[config.mk]
export PLATFORM = sky130hd
export DESIGN_NAME = cp0_exception_unit
export DESIGN_NICKNAME = d
export VERILOG_FILES = /design/src/rtl/cp0_exception_unit.sv
export SDC_FILE = /design/constraint.sdc
export NUM_CORES = 1
export LEC_CHECK = 0
export ABC_AREA = 1
export CAP_MARGIN = 0
export CORE_MARGIN = 2
export CORE_UTILIZATION = 45
export DETAILED_ROUTE_END_ITERATION = 10
export PLACE_DENSITY = 0.88
export SKIP_LAST_GASP = 1
export SLEW_MARGIN = 25
export SYNTH_ARGS = -nofsm -noshare
export SYNTH_HDL_FRONTEND = slang
export SYNTH_SLANG_ARGS = --single-unit
[constraint.sdc]
create_clock -name clk -period 5.5 [get_ports clk]
set_input_delay 1.375 -clock clk [delete_from_list [all_inputs] [get_ports clk]]
set_output_delay 1.375 -clock clk [all_outputs]
set_load 0.1 [all_outputs]
[src/rtl/cp0_exception_unit.sv]
// CP0 exception/interrupt unit for the commit stage: holds Status, Cause, EPC,
// BadVAddr, Count and Compare, synchronises hardware interrupt lines, runs the
// Count/Compare timer and arbitrates interrupts against synchronous exceptions.
module cp0_exception_unit #(
    parameter int NUM_HW_IRQ      = 6,
    parameter int IRQ_SYNC_STAGES = 2,
    parameter int COUNT_DIV       = 2,
    parameter int TIMER_IRQ_LINE  = 5
) (
    input  logic                  clk,
    input  logic                  rst,
    input  logic [NUM_HW_IRQ-1:0] hw_irq,
    input  logic                  commit_valid,
    input  logic                  stall,
    input  logic [31:0]           commit_pc,
    input  logic                  commit_is_ds,
    input  logic                  commit_exc,
    input  logic [4:0]            commit_exccode,
    input  logic [31:0]           commit_badvaddr,
    input  logic                  commit_eret,
    input  logic                  mtc0_we,
    input  logic [4:0]            mtc0_addr,
    input  logic [31:0]           mtc0_wdata,
    input  logic [4:0]            mfc0_addr,
    output logic [31:0]           mfc0_rdata,
    output logic                  exc_taken,
    output logic [31:0]           exc_vector,
    output logic                  eret_taken,
    output logic [31:0]           eret_target,
    output logic [31:0]           status_out,
    output logic [31:0]           cause_out
);

    localparam logic [4:0] REG_BADVADDR = 5'd8;
    localparam logic [4:0] REG_COUNT    = 5'd9;
    localparam logic [4:0] REG_COMPARE  = 5'd11;
    localparam logic [4:0] REG_STATUS   = 5'd12;
    localparam logic [4:0] REG_CAUSE    = 5'd13;
    localparam logic [4:0] REG_EPC      = 5'd14;

    localparam logic [31:0] VECTOR_BOOT   = 32'hBFC0_0380;
    localparam logic [31:0] VECTOR_NORMAL = 32'h8000_0180;

    // BEV is hard-wired: this core always runs its handlers from the boot ROM
    localparam logic STATUS_BEV = 1'b1;

    localparam int DIV_W = (COUNT_DIV > 1) ? $clog2(COUNT_DIV) : 1;
    localparam logic [DIV_W-1:0] DIV_LAST = DIV_W'(COUNT_DIV - 1);

    // Interrupt synchroniser chain, one row per stage
    logic [NUM_HW_IRQ-1:0] sync_q [IRQ_SYNC_STAGES];
    logic [5:0]            hw_sync_ext;
    logic [5:0]            ti_mask;

    // Architectural state
    logic [7:0]  im_q, im_d;
    logic        exl_q, exl_d;
    logic        ie_q, ie_d;
    logic        bd_q, bd_d;
    logic        ti_q, ti_d;
    logic [5:0]  ip_hw_q;
    logic [1:0]  ip_sw_q, ip_sw_d;
    logic [4:0]  exccode_q, exccode_d;
    logic [31:0] epc_q, epc_d;
    logic [31:0] badvaddr_q, badvaddr_d;
    logic [31:0] count_q, count_d;
    logic [31:0] compare_q, compare_d;
    logic [DIV_W-1:0] div_q, div_d;

    // Derived control
    logic [7:0] ip_view;
    logic       commit;
    logic       int_req;
    logic       mtc0_commit;
    logic       count_wr;
    logic       compare_wr;
    logic       div_wrap;

    // Widen the synchronised lines to the six IP slots and fold in the timer
    always_comb begin
        hw_sync_ext = '0;
        hw_sync_ext[NUM_HW_IRQ-1:0] = sync_q[IRQ_SYNC_STAGES-1];
        ti_mask = 6'({5'b0, ti_q} << TIMER_IRQ_LINE);
    end

    assign ip_view = {ip_hw_q | ti_mask, ip_sw_q};

    assign commit      = commit_valid & ~stall;
    assign int_req     = (|(ip_view & im_q)) & ie_q & ~exl_q;
    assign exc_taken   = commit & (int_req | commit_exc);
    assign exc_vector  = STATUS_BEV ? VECTOR_BOOT : VECTOR_NORMAL;
    assign eret_taken  = commit & commit_eret & ~exc_taken;
    assign eret_target = epc_q;
    assign mtc0_commit = commit & mtc0_we & ~exc_taken;
    assign count_wr    = mtc0_commit && (mtc0_addr == REG_COUNT);
    assign compare_wr  = mtc0_commit && (mtc0_addr == REG_COMPARE);
    assign div_wrap    = (div_q == DIV_LAST);

    assign status_out = {9'b0, STATUS_BEV, 6'b0, im_q, 6'b0, exl_q, ie_q};
    assign cause_out  = {bd_q, ti_q, 14'b0, ip_view, 1'b0, exccode_q, 2'b0};

    // Register read port shows committed state only
    always_comb begin
        mfc0_rdata = '0;
        case (mfc0_addr)
            REG_BADVADDR: mfc0_rdata = badvaddr_q;
            REG_COUNT:    mfc0_rdata = count_q;
            REG_COMPARE:  mfc0_rdata = compare_q;
            REG_STATUS:   mfc0_rdata = status_out;
            REG_CAUSE:    mfc0_rdata = cause_out;
            REG_EPC:      mfc0_rdata = epc_q;
            default:      mfc0_rdata = '0;
        endcase
    end

    // Timer next state: divider, Count, Compare and the sticky TI flag
    always_comb begin
        div_d     = div_wrap ? '0 : div_q + DIV_W'(1);
        count_d   = div_wrap ? count_q + 32'd1 : count_q;
        compare_d = compare_q;
        ti_d      = ti_q;
        if (count_wr) begin
            count_d = mtc0_wdata;
            div_d   = '0;
        end
        if (compare_wr) begin
            compare_d = mtc0_wdata;
        end
        if (compare_wr) begin
            ti_d = 1'b0;
        end else if ((count_wr || div_wrap) && (count_d == compare_q)) begin
            ti_d = 1'b1;
        end
    end

    // Exception entry, ERET and CP0 writes in commit priority order
    always_comb begin
        im_d       = im_q;
        exl_d      = exl_q;
        ie_d       = ie_q;
        bd_d       = bd_q;
        exccode_d  = exccode_q;
        ip_sw_d    = ip_sw_q;
        epc_d      = epc_q;
        badvaddr_d = badvaddr_q;
        if (exc_taken) begin
            exccode_d = int_req ? 5'd0 : commit_exccode;
            if (!exl_q) begin
                epc_d = commit_is_ds ? (commit_pc - 32'd4) : commit_pc;
                bd_d  = commit_is_ds;
            end
            exl_d = 1'b1;
            if ((exccode_d == 5'd4) || (exccode_d == 5'd5)) begin
                badvaddr_d = commit_badvaddr;
            end
        end else begin
            if (eret_taken) begin
                exl_d = 1'b0;
            end
            if (mtc0_commit) begin
                case (mtc0_addr)
                    REG_STATUS: begin
                        im_d  = mtc0_wdata[15:8];
                        exl_d = mtc0_wdata[1];
                        ie_d  = mtc0_wdata[0];
                    end
                    REG_CAUSE: ip_sw_d = mtc0_wdata[9:8];
                    REG_EPC:   epc_d   = mtc0_wdata;
                    default:   ;
                endcase
            end
        end
    end

    // Interrupt line synchroniser and the hardware IP capture flop
    always_ff @(posedge clk or posedge rst) begin
        if (rst) begin
            for (int s = 0; s < IRQ_SYNC_STAGES; s++) begin
                sync_q[s] <= '0;
            end
            ip_hw_q <= '0;
        end else begin
            sync_q[0] <= hw_irq;
            for (int s = 1; s < IRQ_SYNC_STAGES; s++) begin
                sync_q[s] <= sync_q[s-1];
            end
            ip_hw_q <= hw_sync_ext;
        end
    end

    // Timer registers keep running even while the commit stage is stalled
    always_ff @(posedge clk or posedge rst) begin
        if (rst) begin
            div_q     <= '0;
            count_q   <= '0;
            compare_q <= '0;
            ti_q      <= 1'b0;
        end else begin
            div_q     <= div_d;
            count_q   <= count_d;
            compare_q <= compare_d;
            ti_q      <= ti_d;
        end
    end

    // Status, Cause, EPC and BadVAddr registers
    always_ff @(posedge clk or posedge rst) begin
        if (rst) begin
            im_q       <= '0;
            exl_q      <= 1'b0;
            ie_q       <= 1'b0;
            bd_q       <= 1'b0;
            exccode_q  <= '0;
            ip_sw_q    <= '0;
            epc_q      <= '0;
            badvaddr_q <= '0;
        end else begin
            im_q       <= im_d;
            exl_q      <= exl_d;
            ie_q       <= ie_d;
            bd_q       <= bd_d;
            exccode_q  <= exccode_d;
            ip_sw_q    <= ip_sw_d;
            epc_q      <= epc_d;
            badvaddr_q <= badvaddr_d;
        end
    end

endmodule

==> summary.md, run 1 <==
| Metric | Value |
|---|---|
| Initial DRC Count | `approximately 1200` |
| DR WL/cell | `19.0 um` |
| EDFF count, synth | `0` |
| Dpl ws | `0.532 ns` |
| All-layer global routing usage | `29.7%` |
| Post-CTS Resized | `0` |
| Clk slew on worst S/H paths | `0.07 ns` |
| Required time of the critical path | `4.12 ns` |
| Min Tclk post-route | `5.10 ns` |
| CP startpoint kind | `input port` |
| Slew margin rel. | `30.4%` |
| Clock power share | `between 20 and 25%` |
| Achievable Freq | `196 MHz` |
| Fin. Hold Viols | `0` |
| Core area | `22700 sq um` |
| NumNets Final | `1748` |
| Post-synthesis sequential element count | `166` |
| Width of the die | `156 um` |
| Hold path cells | `0` |
| CTS max path bufs | `2` |
| Prevailing post-synth register cell | `dfrtp_1` |
| Commonest non-fill, non-tap cell in the layout | `nand2_1` |
| Status | `finished clean` |
| Internal power | `2.62 mW` |
| Cell variety after synth | `45` |
| Pwr dens | `363 nW/um^2` |
| Setup TNS | `0 ns` |
| Initial antenna violation count | `0` |
| Mapped Cells | `about 1400` |
| RSZ-0062 raised after global routing | `no` |
| Slew Limit Fails | `0` |
| Worst-Margin Slew | `1.04 ns` |
| Chip Height | `~160 um` |
| Arr. time, crit path | `3.72 ns` |
| CTS Root Cell | `clkbuf_16` |
| Most frequent cells in the layout | `nand2_1 (375), inv_1 (201), clkdlybuf4s50_1 (181)` |
| Routability cong. | `1.03` |
| Crit Path Class | `in -> out` |
| First-pass DRT Iterations | `6` |
| Maximum capacitance violations | `0` |
| Sw Pwr | `approximately 2.3 mW` |
| Cts-stage hold buffer count | `0` |
| Reg2Reg Depth | `17` |
| Switching Share | `46.3%` |
| Post-CTS setup buffer count | `0` |
| Ys async rst share | `100%` |
| Sequential fraction of the synthesis area | `between 30% and 40%` |
| Final period util | `92.7%` |
| PortBufs | `215` |
| Combinational share of power | `41.9%` |
| VDD IR max | `0.264 mV` |
| Routed Antenna Nets | `0` |
| Die ar. | `24400 sq um` |
| H-tree lvl count | `4` |
| I/O pins | `287` |
| Final hold slack | `roughly 0.35 ns` |
| Hold crit path type | `reg -> reg` |
| First-pass GRT wire length | `55.3 mm` |
| Layout Skew | `~0.011 ns` |
| Reg power frac | `33.3%` |
| DR vias/cell | `roughly 5.5` |
| Synth warn | `0` |
| Global route total overflow | `0` |
| Clk_lat worst skew | `0.44 ns` |
| CTS tree | `done` |
| Antenna Diode Count | `0` |
| Worst Setup End Kind | `primary output` |
| Total wire length | `36.4 mm` |
| Final setup viols | `0` |
| FP Rows | `55` |
| Largest net degree at the start of global routing | `78` |
| Routed vias | `10633` |
| Area Overhead vs Synth | `29.0%` |
| TritonCTS Buffers | `17` |
| Mean post-synth cell area | `between 7 and 8 sq um` |
| Vias in the first global route | `10269` |
| Critical path fanouts, max | `18` |
| Fraction of layout cells with a size suffix above 1 | `7.77%` |
| Leakage power | `6.48 nW` |
| Dpl hpwl | `28.0 mm` |
| Clock sink count | `166` |
| DRC viols | `0` |
| Effective utilization at floorplan | `45.9%` |
| Synthesized area | `10400 sq um` |
| Worst Slack Setup Final | `0.404 ns` |
[critical path, stage by stage]
cell and delay (ns):
clkdlybuf4s50_1 0.55, nor2_1 0.09, nand3_1 0.12, clkinv_1 0.58
a221oi_1 0.53, o221ai_1 0.25, buf_12 0.23
[per-stage QoR]
| step | cells | utilization, % | power, mW | instance area (sq um) |
|---|---|---|---|---|
| final | 1919 | 59.3 | 4.88 | 13500 |
| after global routing | 1919 | 59.3 | 5.08 | 13500 |
| after CTS | 1919 | 59.2 | 4.86 | 13400 |
| after detailed placement | 1887 | 56.6 | 3.65 | 12900 |
| after global placement | 1887 | 56.6 | 3.63 | 12900 |
| after floorplan | 1495 | - | 3.11 | 10700 |
[worst paths after layout]
path / startpoint / end / slack (ns)
hold / removal: sync_q[7]$_DFF_PP0_ / hw_sync_ext[1]$_DFF_PP0_ / 0.35
setup / recovery: mfc0_addr[0] / mfc0_rdata[0] / 0.40
hold reg to reg: sync_q[7]$_DFF_PP0_ / hw_sync_ext[1]$_DFF_PP0_ / 0.35
max in group asynchronous: rst / badvaddr_q[29]$_DFFE_PP0P_ / 3.24
setup reg to reg: ti_q$_DFFE_PP0P_ / ti_q$_DFFE_PP0P_ / 2.26
min in group asynchronous: rst / badvaddr_q[11]$_DFFE_PP0P_ / 1.26
[power groups by stage]
stage / clock [mW] / sequential (mW) / combinational, mW
after floorplan: 0 / 2.07 / 1.04
after global placement: 0 / 1.63 / 1.99
after detailed placement: 0 / 1.63 / 2.02
after CTS: 1.21 / 1.62 / 2.03
after global routing: 1.27 / 1.64 / 2.17
final: 1.21 / 1.63 / 2.04
[registers in the layout, indices dropped and copies added, names as in the netlist]
signal / flops
div_q: 1
ti_q: 1
exccode_q: 5
eret_target: 32
count_q: 32
im_q: 8
compare_q: 32
ip_hw_q: 6
ip_sw_q: 2
hw_sync_ext: 6
badvaddr_q: 32
sync_q: 6
ie_q: 1
exl_q: 1
bd_q: 1
[layer usage]
layer	global-route usage, %	part of all wire [%]
met1	38.0	39
met2	46.9	46
met3	7.39	10
met4	15.1	4.9
met5	0	0
[synth_stat cells (3+ instances only)]
library cell | count | area share [%]
a21oi_1 | 26 | 1.2
a221oi_1 | 16 | 1.3
a22oi_1 | 21 | 1.5
a31oi_1 | 6 | 0.36
buf_2 | 9 | 0.43
buf_4 | 83 | 6.0
buf_6 | 4 | 0.43
clkbuf_1 | 28 | 1.0
clkinv_1 | 4 | 0.14
dfrtp_1 | 166 | 40
inv_1 | 202 | 7.3
mux2_2 | 18 | 1.9
nand2_1 | 375 | 13
nand2_2 | 4 | 0.24
nand3_1 | 68 | 3.3
nand3_2 | 3 | 0.29
nand3b_1 | 11 | 0.79
nand4_1 | 17 | 1.0
nor2_1 | 146 | 5.3
nor2_2 | 7 | 0.42
nor3_1 | 9 | 0.43
nor4_1 | 7 | 0.42
o211ai_1 | 21 | 1.5
o21ai_0 | 88 | 4.2
o221ai_1 | 17 | 1.4
o22ai_1 | 7 | 0.42
o311ai_0 | 3 | 0.25
xnor2_1 | 12 | 1.0
xor2_1 | 24 | 2.0
[layout make-up]
| type | count | area, sq um |
|---|---|---|
| fillers | 1935 | 9250 |
| multi-input cells | 997 | 4950 |
| flip-flops and latches | 166 | 4150 |
| repair buffers | 231 | 2620 |
| inverters | 208 | 785 |
| clock buffers | 18 | 439 |
| well taps | 285 | 357 |
| clock inverters | 14 | 151 |
[logic make-up (layout without fill, tap and decap cells)]
family,count (synthesis),after routing,synth area share (%)
mux,18,18,1.94
simple gates,658,658,26.7
fa+ha+maj,2,2,0.240
other cells,2,71,0.0720
flops,166,166,39.8
buf+inv,332,471,15.3
compound gates,212,212,12.8
xor+xnor,36,36,3.02
(Power assumes the default switching activity.)
==> run 2, diff against run 1 <==
--- a/config.mk
+++ b/config.mk
@@ -10,7 +10,9 @@
 export CORE_MARGIN = 2
 export CORE_UTILIZATION = 45
 export DETAILED_ROUTE_END_ITERATION = 10
-export PLACE_DENSITY = 0.88
+export GPL_ROUTABILITY_DRIVEN = 0
+export MAX_ROUTING_LAYER = met4
+export PLACE_DENSITY = 0.79
 export SKIP_LAST_GASP = 1
 export SLEW_MARGIN = 25
 export SYNTH_ARGS = -nofsm -noshare
==> summary.md, run 2 (same netlist as run 1, synthesis figures left out) <==
| Metric | Value |
|---|---|
| Width of the die | `156 um (unchanged)` |
| Worst-Margin Slew | `1.03 ns (was 1.04 ns)` |
| Dpl hpwl | `27.2 mm (was 28.0 mm)` |
| Routed Antenna Nets | `0 (unchanged)` |
| All-layer global routing usage | `29.8% (was 29.7%)` |
| Slew margin rel. | `31.2% (was 30.4%)` |
| CP bufs+invs | `5 (was 3)` |
| Cts-stage hold buffer count | `0 (unchanged)` |
| Internal power | `2.65 mW (was 2.62 mW)` |
| Final setup viols | `0 (unchanged)` |
| CTS max path bufs | `2 (unchanged)` |
| PortBufs | `215 (unchanged)` |
| Effective utilization at floorplan | `45.9% (unchanged)` |
| Post-CTS setup buffer count | `0 (unchanged)` |
| Clk slew on worst S/H paths | `0.06 ns (was 0.07 ns)` |
| Layout Skew | `0.00677 ns (was 0.0115 ns)` |
| Total wire length | `35.6 mm (was 36.4 mm)` |
| CTS Root Cell | `clkbuf_16 (unchanged)` |
| TritonCTS Buffers | `17 (unchanged)` |
| Clock sink count | `166 (unchanged)` |
| Switching Share | `46.0% (was 46.3%)` |
| Routed vias | `10597 (was 10633)` |
| Initial antenna violation count | `2 (was 0)` |
| Crit Path Class | `in -> out (unchanged)` |
| First-pass DRT Iterations | `6 (unchanged)` |
| Final period util | `88.2% (was 92.7%)` |
| Combinational share of power | `41.6% (was 41.9%)` |
| Chip Height | `156 um (unchanged)` |
| Fin util | `59.3% (about the same)` |
| Top Metal Used | `met4 (unchanged)` |
| RSZ-0062 raised after global routing | `no (unchanged)` |
| Fin. Hold Viols | `0 (unchanged)` |
| Clk_lat worst skew | `0.44 ns (about the same)` |
| CP cell instances | `clkdlybuf4s50_1 > inv_1 > nor2_1 > nand4_1 > inv_1 > buf_4 > a22oi_1 > o211ai_1 > buf_12 (was clkdlybuf4s50_1 > nor2_1 > nand3_1 > clkinv_1 > a221oi_1 > o221ai_1 > buf_12)` |
| H-tree lvl count | `4 (unchanged)` |
| Arr. time, crit path | `3.48 ns (was 3.72 ns)` |
| CTS tree | `done (unchanged)` |
| Leakage power | `6.47 nW (was 6.48 nW)` |
| Die ar. | `24400 sq um (unchanged)` |
| Min Tclk post-route | `4.85 ns (was 5.10 ns)` |
| DR vias/cell | `5.51 (was 5.54)` |
| Most frequent CP cell | `inv_1` |
| Critical Path Stages | `9 (was 7)` |
| FP Rows | `55 (unchanged)` |
| Max incr delay on CP | `0.47 ns (was 0.58 ns)` |
| Global route total overflow | `0 (unchanged)` |
| I/O pins | `287 (unchanged)` |
| Cell family with most CP delay | `buffers and inverters (unchanged)` |
| DRC viols | `0 (unchanged)` |
| Fraction of layout cells with a size suffix above 1 | `7.89% (was 7.77%)` |
| Slew Limit Fails | `0 (unchanged)` |
| Maximum capacitance violations | `0 (unchanged)` |
| Reg power frac | `33.2% (was 33.3%)` |
| Clock power share | `25.2% (was 24.8%)` |
| Reg2Reg Depth | `11 (was 17)` |
| WL met1 | `13.7 mm (was 14.2 mm)` |
| Initial DRC Count | `1391 (was 1152)` |
| Most frequent cells in the layout | `nand2_1 (374), inv_1 (201), clkdlybuf4s50_1 (181) (was nand2_1 (375), inv_1 (201), clkdlybuf4s50_1 (181))` |
| Post-CTS Resized | `0 (unchanged)` |
| Area Overhead vs Synth | `29.2% (was 29.0%)` |
| Vias in the first global route | `9953 (was 10269)` |
| Met2 routed WL | `16.2 mm (was 16.7 mm)` |
| CP startpoint kind | `input port (unchanged)` |
| Largest net degree at the start of global routing | `167 (was 78)` |
| Critical path's slowest cell | `clkdlybuf4s50_1 (was clkinv_1)` |
| Sw Pwr | `2.25 mW (was 2.26 mW)` |
| Achievable Freq | `206 MHz (was 196 MHz)` |
| Setup TNS | `0 ns (unchanged)` |
| VDD IR max | `0.211 mV (was 0.264 mV)` |
| Hold path cells | `0 (unchanged)` |
| Placed Area | `12900 sq um (about the same)` |
| Status | `finished clean (unchanged)` |
| DR WL/cell | `18.5 um (was 19.0 um)` |
| Critical path fanouts, max | `15 (was 18)` |
| Worst Setup End Kind | `primary output (unchanged)` |
| Post-route cell area | `13500 sq um (about the same)` |
| Core area | `22700 sq um (unchanged)` |
| Hold crit path type | `reg -> reg (unchanged)` |
| Pwr dens | `364 nW/um^2 (was 363 nW/um^2)` |
| NumNets Final | `1749 (was 1748)` |
| Required time of the critical path | `4.12 ns (about the same)` |
| First-pass GRT wire length | `53.7 mm (was 55.3 mm)` |
| Metal3 WL | `3.81 mm (was 3.79 mm)` |
| Commonest non-fill, non-tap cell in the layout | `nand2_1 (unchanged)` |
## run 2: cell types whose count changed in the layout (fill, tap and decap cells not counted), sizes merged
| cell | delta |
|---|---|
| diode | +2 |
| clkbuf | -1 |
| clkinvlp | +3 |
| buf | +1 |
| bufinv | +1 |
| clkinv | -4 |
| inv | +1 |
## run 2: per-stage QoR
step           power (mW)  instances  hold slack, ns  setup slack (ns)
2_1_floorplan        3.11       1495           0.331             0.562
3_3_place_gp         3.62       1888           0.333             0.814
3_5_place_dp         3.65       1888           0.339             0.737
4_1_cts              4.87       1920           0.350             0.727
5_1_grt              5.09       1922           0.357             0.600
6_report             4.90       1922           0.347             0.649
## run 2: power by group through the flow
stage / sequential [mW] / clock [mW] / combinational (mW)
6_report: 1.63 / 1.23 / 2.04
5_1_grt: 1.64 / 1.29 / 2.16
4_1_cts: 1.61 / 1.23 / 2.03
3_5_place_dp: 1.63 / 0 / 2.02
3_3_place_gp: 1.63 / 0 / 1.99
2_1_floorplan: 2.07 / 0 / 1.04
## run 2: layout make-up
type	count	area (sq um)
Fill cell	1974	9240
Inverter	208	785
Clock inverter	15	175
Timing Repair Buffer	232	2620
Antenna cell	2	5.00
Multi-Input combinational cell	997	4950
Clock buffer	17	425
Sequential cell	166	4150
Tap cell	285	357
## run 2: worst register-to-register path, stage by stage, from the launching register on
cell and delay (ns):
dfrtp_1 0.45, or2_1 0.33, nand2_1 0.12, nand3_2 0.11
nand2_4 0.15, nand2_1 0.14, nor2_2 0.23, nand3_1 0.16
o21ai_4 0.70, buf_4 0.44, o21ai_0 0.18, o22ai_1 0.14
## run 2: metal layers
metal,vias to the layer above,global-route usage [%]
li1,4847,-
met2,690,46.2
met1,4913,37.3
met4,0,15.1
met3,147,5.98
met5,-,-
## run 2: worst paths after layout
path	startpoint	endpoint	slack (ns)
setup / recovery	mfc0_addr[3]	mfc0_rdata[14]	0.65
hold / removal	hw_sync_ext[1]$_DFF_PP0_	ip_hw_q[1]$_DFF_PP0_	0.35
setup reg to reg	ti_q$_DFFE_PP0P_	eret_target[25]$_DFFE_PP0P_	2.27
hold reg to reg	hw_sync_ext[1]$_DFF_PP0_	ip_hw_q[1]$_DFF_PP0_	0.35
max in group asynchronous	rst	eret_target[20]$_DFFE_PP0P_	3.29
min in group asynchronous	rst	sync_q[8]$_DFF_PP0_	1.55
==> run 3, diff against run 2 <==
--- a/config.mk
+++ b/config.mk
@@ -8,11 +8,12 @@
 export ABC_AREA = 1
 export CAP_MARGIN = 0
 export CORE_MARGIN = 2
-export CORE_UTILIZATION = 45
+export CORE_UTILIZATION = 40
 export DETAILED_ROUTE_END_ITERATION = 10
 export GPL_ROUTABILITY_DRIVEN = 0
+export GPL_TIMING_DRIVEN = 0
 export MAX_ROUTING_LAYER = met4
-export PLACE_DENSITY = 0.79
+export PLACE_DENSITY = 0.71
 export SKIP_LAST_GASP = 1
 export SLEW_MARGIN = 25
 export SYNTH_ARGS = -nofsm -noshare
==> summary.md, run 3 (same netlist as run 1, synthesis figures left out) <==
| Metric | Value |
|---|---|
| CTS tree | `done (unchanged)` |
| I/O pins | `287 (unchanged)` |
| CP startpoint kind | `input port (unchanged)` |
| Commonest non-fill, non-tap cell in the layout | `nand2_1 (unchanged)` |
| Layout Skew | `0.00982 ns (was 0.00677 ns)` |
| CP cell instances | `clkdlybuf4s50_1 > inv_1 > nor2_1 > inv_1 > nor2_1 > inv_1 > clkbuf_1 > o211ai_1 > clkdlybuf4s15_2 (was clkdlybuf4s50_1 > inv_1 > nor2_1 > nand4_1 > inv_1 > buf_4 > a22oi_1 > o211ai_1 > buf_12)` |
| Min Tclk post-route | `5.41 ns (was 4.85 ns)` |
| # placed instances | `2051 (was 1888)` |
| Hold path cells | `0 (unchanged)` |
| Initial DRC Count | `1076 (was 1391)` |
| Initial antenna violation count | `0 (was 2)` |
| Flip-flop and latch area | `4150 sq um (unchanged)` |
| Worst-Margin Slew | `1.04 ns (was 1.03 ns)` |
| Dpl hpwl | `31.0 mm (was 27.2 mm)` |
| Area Overhead vs Synth | `34.6% (was 29.2%)` |
| Metal3 WL | `3.60 mm (was 3.81 mm)` |
| Pwr dens | `349 nW/um^2 (was 364 nW/um^2)` |
| First-pass DRT Iterations | `8 (was 6)` |
| Min-Delay Endpoint | `hw_sync_ext[4]$_DFF_PP0_ (was ip_hw_q[1]$_DFF_PP0_)` |
| Footprint of the multi-input gates | `4960 sq um (was 4950 sq um)` |
| Routed vias | `10800 (was 10597)` |
| Status | `finished clean (unchanged)` |
| R2R setup slack | `2.59 ns (was 2.27 ns)` |
| Top Metal Used | `met4 (unchanged)` |
| Dpl ws | `-1.10 ns (was 0.737 ns)` |
| Chip Height | `165 um (was 156 um)` |
| VDD IR max | `0.196 mV (was 0.211 mV)` |
| CP bufs+invs | `6 (was 5)` |
| Cell family with most CP delay | `buffers and inverters (unchanged)` |
| Die ar. | `27400 sq um (was 24400 sq um)` |
| DR vias/cell | `5.18 (was 5.51)` |
| Clk slew on worst S/H paths | `0.07 ns (was 0.06 ns)` |
| Global route total overflow | `0 (unchanged)` |
| Required time of the critical path | `4.12 ns (about the same)` |
| FP Rows | `59 (was 55)` |
| Largest net degree at the start of global routing | `32 (was 167)` |
| Layout filler cell count | `2445 (was 1974)` |
| Non-filler instance count after layout | `2086 (was 1922)` |
| Critical path's slowest cell | `clkdlybuf4s15_2 (was clkdlybuf4s50_1)` |
| Total wire length | `38.9 mm (was 35.6 mm)` |
| Cts-stage hold buffer count | `0 (unchanged)` |
| Slew margin rel. | `30.8% (was 31.2%)` |
| Vias in the first global route | `10389 (was 9953)` |
| All-layer global routing usage | `29.5% (was 29.8%)` |
| CTS max path bufs | `2 (unchanged)` |
| Achievable Freq | `185 MHz (was 206 MHz)` |
| Critical path fanouts, max | `10 (was 15)` |
| CTS Root Cell | `clkbuf_16 (unchanged)` |
| Effective utilization at floorplan | `40.4% (was 45.9%)` |
| H-tree lvl count | `4 (unchanged)` |
| Core area | `25800 sq um (was 22700 sq um)` |
| Clk_lat worst skew | `0.44 ns (about the same)` |
| DR WL/cell | `18.7 um (was 18.5 um)` |
| Worst Setup End Kind | `primary output (unchanged)` |
| Worst flop-to-flop path startpoint | `ti_q$_DFFE_PP0P_ (unchanged)` |
| Width of the die | `165 um (was 156 um)` |
| Final setup viols | `0 (unchanged)` |
| Leakage power | `6.86 nW (was 6.47 nW)` |
| First-pass GRT wire length | `58.1 mm (was 53.7 mm)` |
| Final period util | `98.4% (was 88.2%)` |
| TritonCTS Buffers | `17 (unchanged)` |
| Maximum capacitance violations | `0 (unchanged)` |
| Reg2Reg Depth | `10 (was 11)` |
| Worst hold start | `sync_q[10]$_DFF_PP0_ (was hw_sync_ext[1]$_DFF_PP0_)` |
| Routed Antenna Nets | `0 (unchanged)` |
| Setup TNS | `0 ns (unchanged)` |
| Crit Path Class | `in -> out (unchanged)` |
| FF-to-FF End | `badvaddr_q[3]$_DFFE_PP0P_ (was eret_target[25]$_DFFE_PP0P_)` |
| Arr. time, crit path | `4.04 ns (was 3.48 ns)` |
| Fraction of layout cells with a size suffix above 1 | `12.7% (was 7.89%)` |
| WL met1 | `15.5 mm (was 13.7 mm)` |
| Worst Slack Setup Final | `0.0883 ns (was 0.649 ns)` |
| DRC viols | `0 (unchanged)` |
| Most frequent cells in the layout | `nand2_1 (375), inv_1 (201), clkdlybuf4s50_1 (182) (was nand2_1 (374), inv_1 (201), clkdlybuf4s50_1 (181))` |
| Antenna Diode Count | `0 (was 2)` |
| Most frequent CP cell | `inv_1 (unchanged)` |
| PortBufs | `215 (unchanged)` |
| Slew Limit Fails | `0 (unchanged)` |
| Hold crit path type | `reg -> reg (unchanged)` |
| Clock sink count | `166 (unchanged)` |
| Met2 routed WL | `18.1 mm (was 16.2 mm)` |
| Fin. Hold Viols | `0 (unchanged)` |
| Max incr delay on CP | `0.60 ns (was 0.47 ns)` |
| NumNets Final | `1865 (was 1749)` |
-- run 3: cell types whose count changed in the layout (fill, tap and decap cells not counted), moves of 3 or more --
cell             change
clkbuf_1            +21
buf_4               +69
clkdlybuf4s15_2     +25
buf_12              -30
buf_2               +11
clkinv_2             -3
clkbuf_2            +10
buf_6                +4
-- run 3: area by class of cell --
cell class	count	area share (%)
inverters	208	5.60
plain buffers	124	5.89
clock inverters	15	1.14
flip-flops and latches	166	29.6
clock buffers	17	3.03
well taps	335	2.98
repair buffers	224	16.5
multi-input cells	997	35.3
-- run 3: power breakdown --
part	internal, mW	leakage (nW)	switching (mW)	total [mW]
combinational	0.542	4.60	1.51	2.06
sequential	1.41	1.99	0.218	1.63
clock	0.642	0.275	0.571	1.21
-- run 3: how the worst max path moves through the flow --
stage	from	endpoint	slack (ns)	cells after the start
after detailed placement	mfc0_addr[3]	mfc0_rdata[6]	-1.10	9
after global routing	mfc0_addr[3]	mfc0_rdata[14]	-0.005	9
after CTS	mfc0_addr[3]	mfc0_rdata[6]	-0.03	9
after floorplan	mfc0_addr[3]	mfc0_rdata[17]	0.56	7
final	mfc0_addr[3]	mfc0_rdata[14]	0.09	9
after global placement	mfc0_addr[3]	mfc0_rdata[6]	-1.04	9
-- run 3: worst register-to-register path: stages (launching register included) --
cell     delay, ns
dfrtp_1       0.46
or2_1         0.29
nand2_1       0.11
nand3_2       0.11
nand2_4       0.15
nand2_1       0.15
nand2_2       0.21
a21oi_1       0.09
nand2_1       0.49
buf_2         0.37
mux2_2        0.37
-- run 3: routing by layer --
layer | vias to the layer above | global-route usage (%)
met5 | - | -
met4 | 0 | 13.3
met3 | 111 | 6.02
met2 | 613 | 46.2
met1 | 5011 | 37.0
li1 | 5065 | -
-- run 3: through the flow --
| stage | util [%] | hold WS (ns) | area [sq um] | power [mW] |
|---|---|---|---|---|
| global route | 54.3 | 0.352 | 14000 | 5.11 |
| floorplan | - | 0.331 | 10700 | 3.11 |
| global placement | 51.3 | 0.332 | 13300 | 3.64 |
| CTS | 54.4 | 0.351 | 14000 | 4.87 |
| detailed placement | 51.9 | 0.335 | 13400 | 3.67 |
| finish | 54.3 | 0.351 | 14000 | 4.90 |
-- run 3: timing repair --
action / CTS / global route
pin swaps: 1 / 0
endpoints found under the setup margin: 33 / 23
setup buffers: 3 / 0
resized for setup: 99 / 21
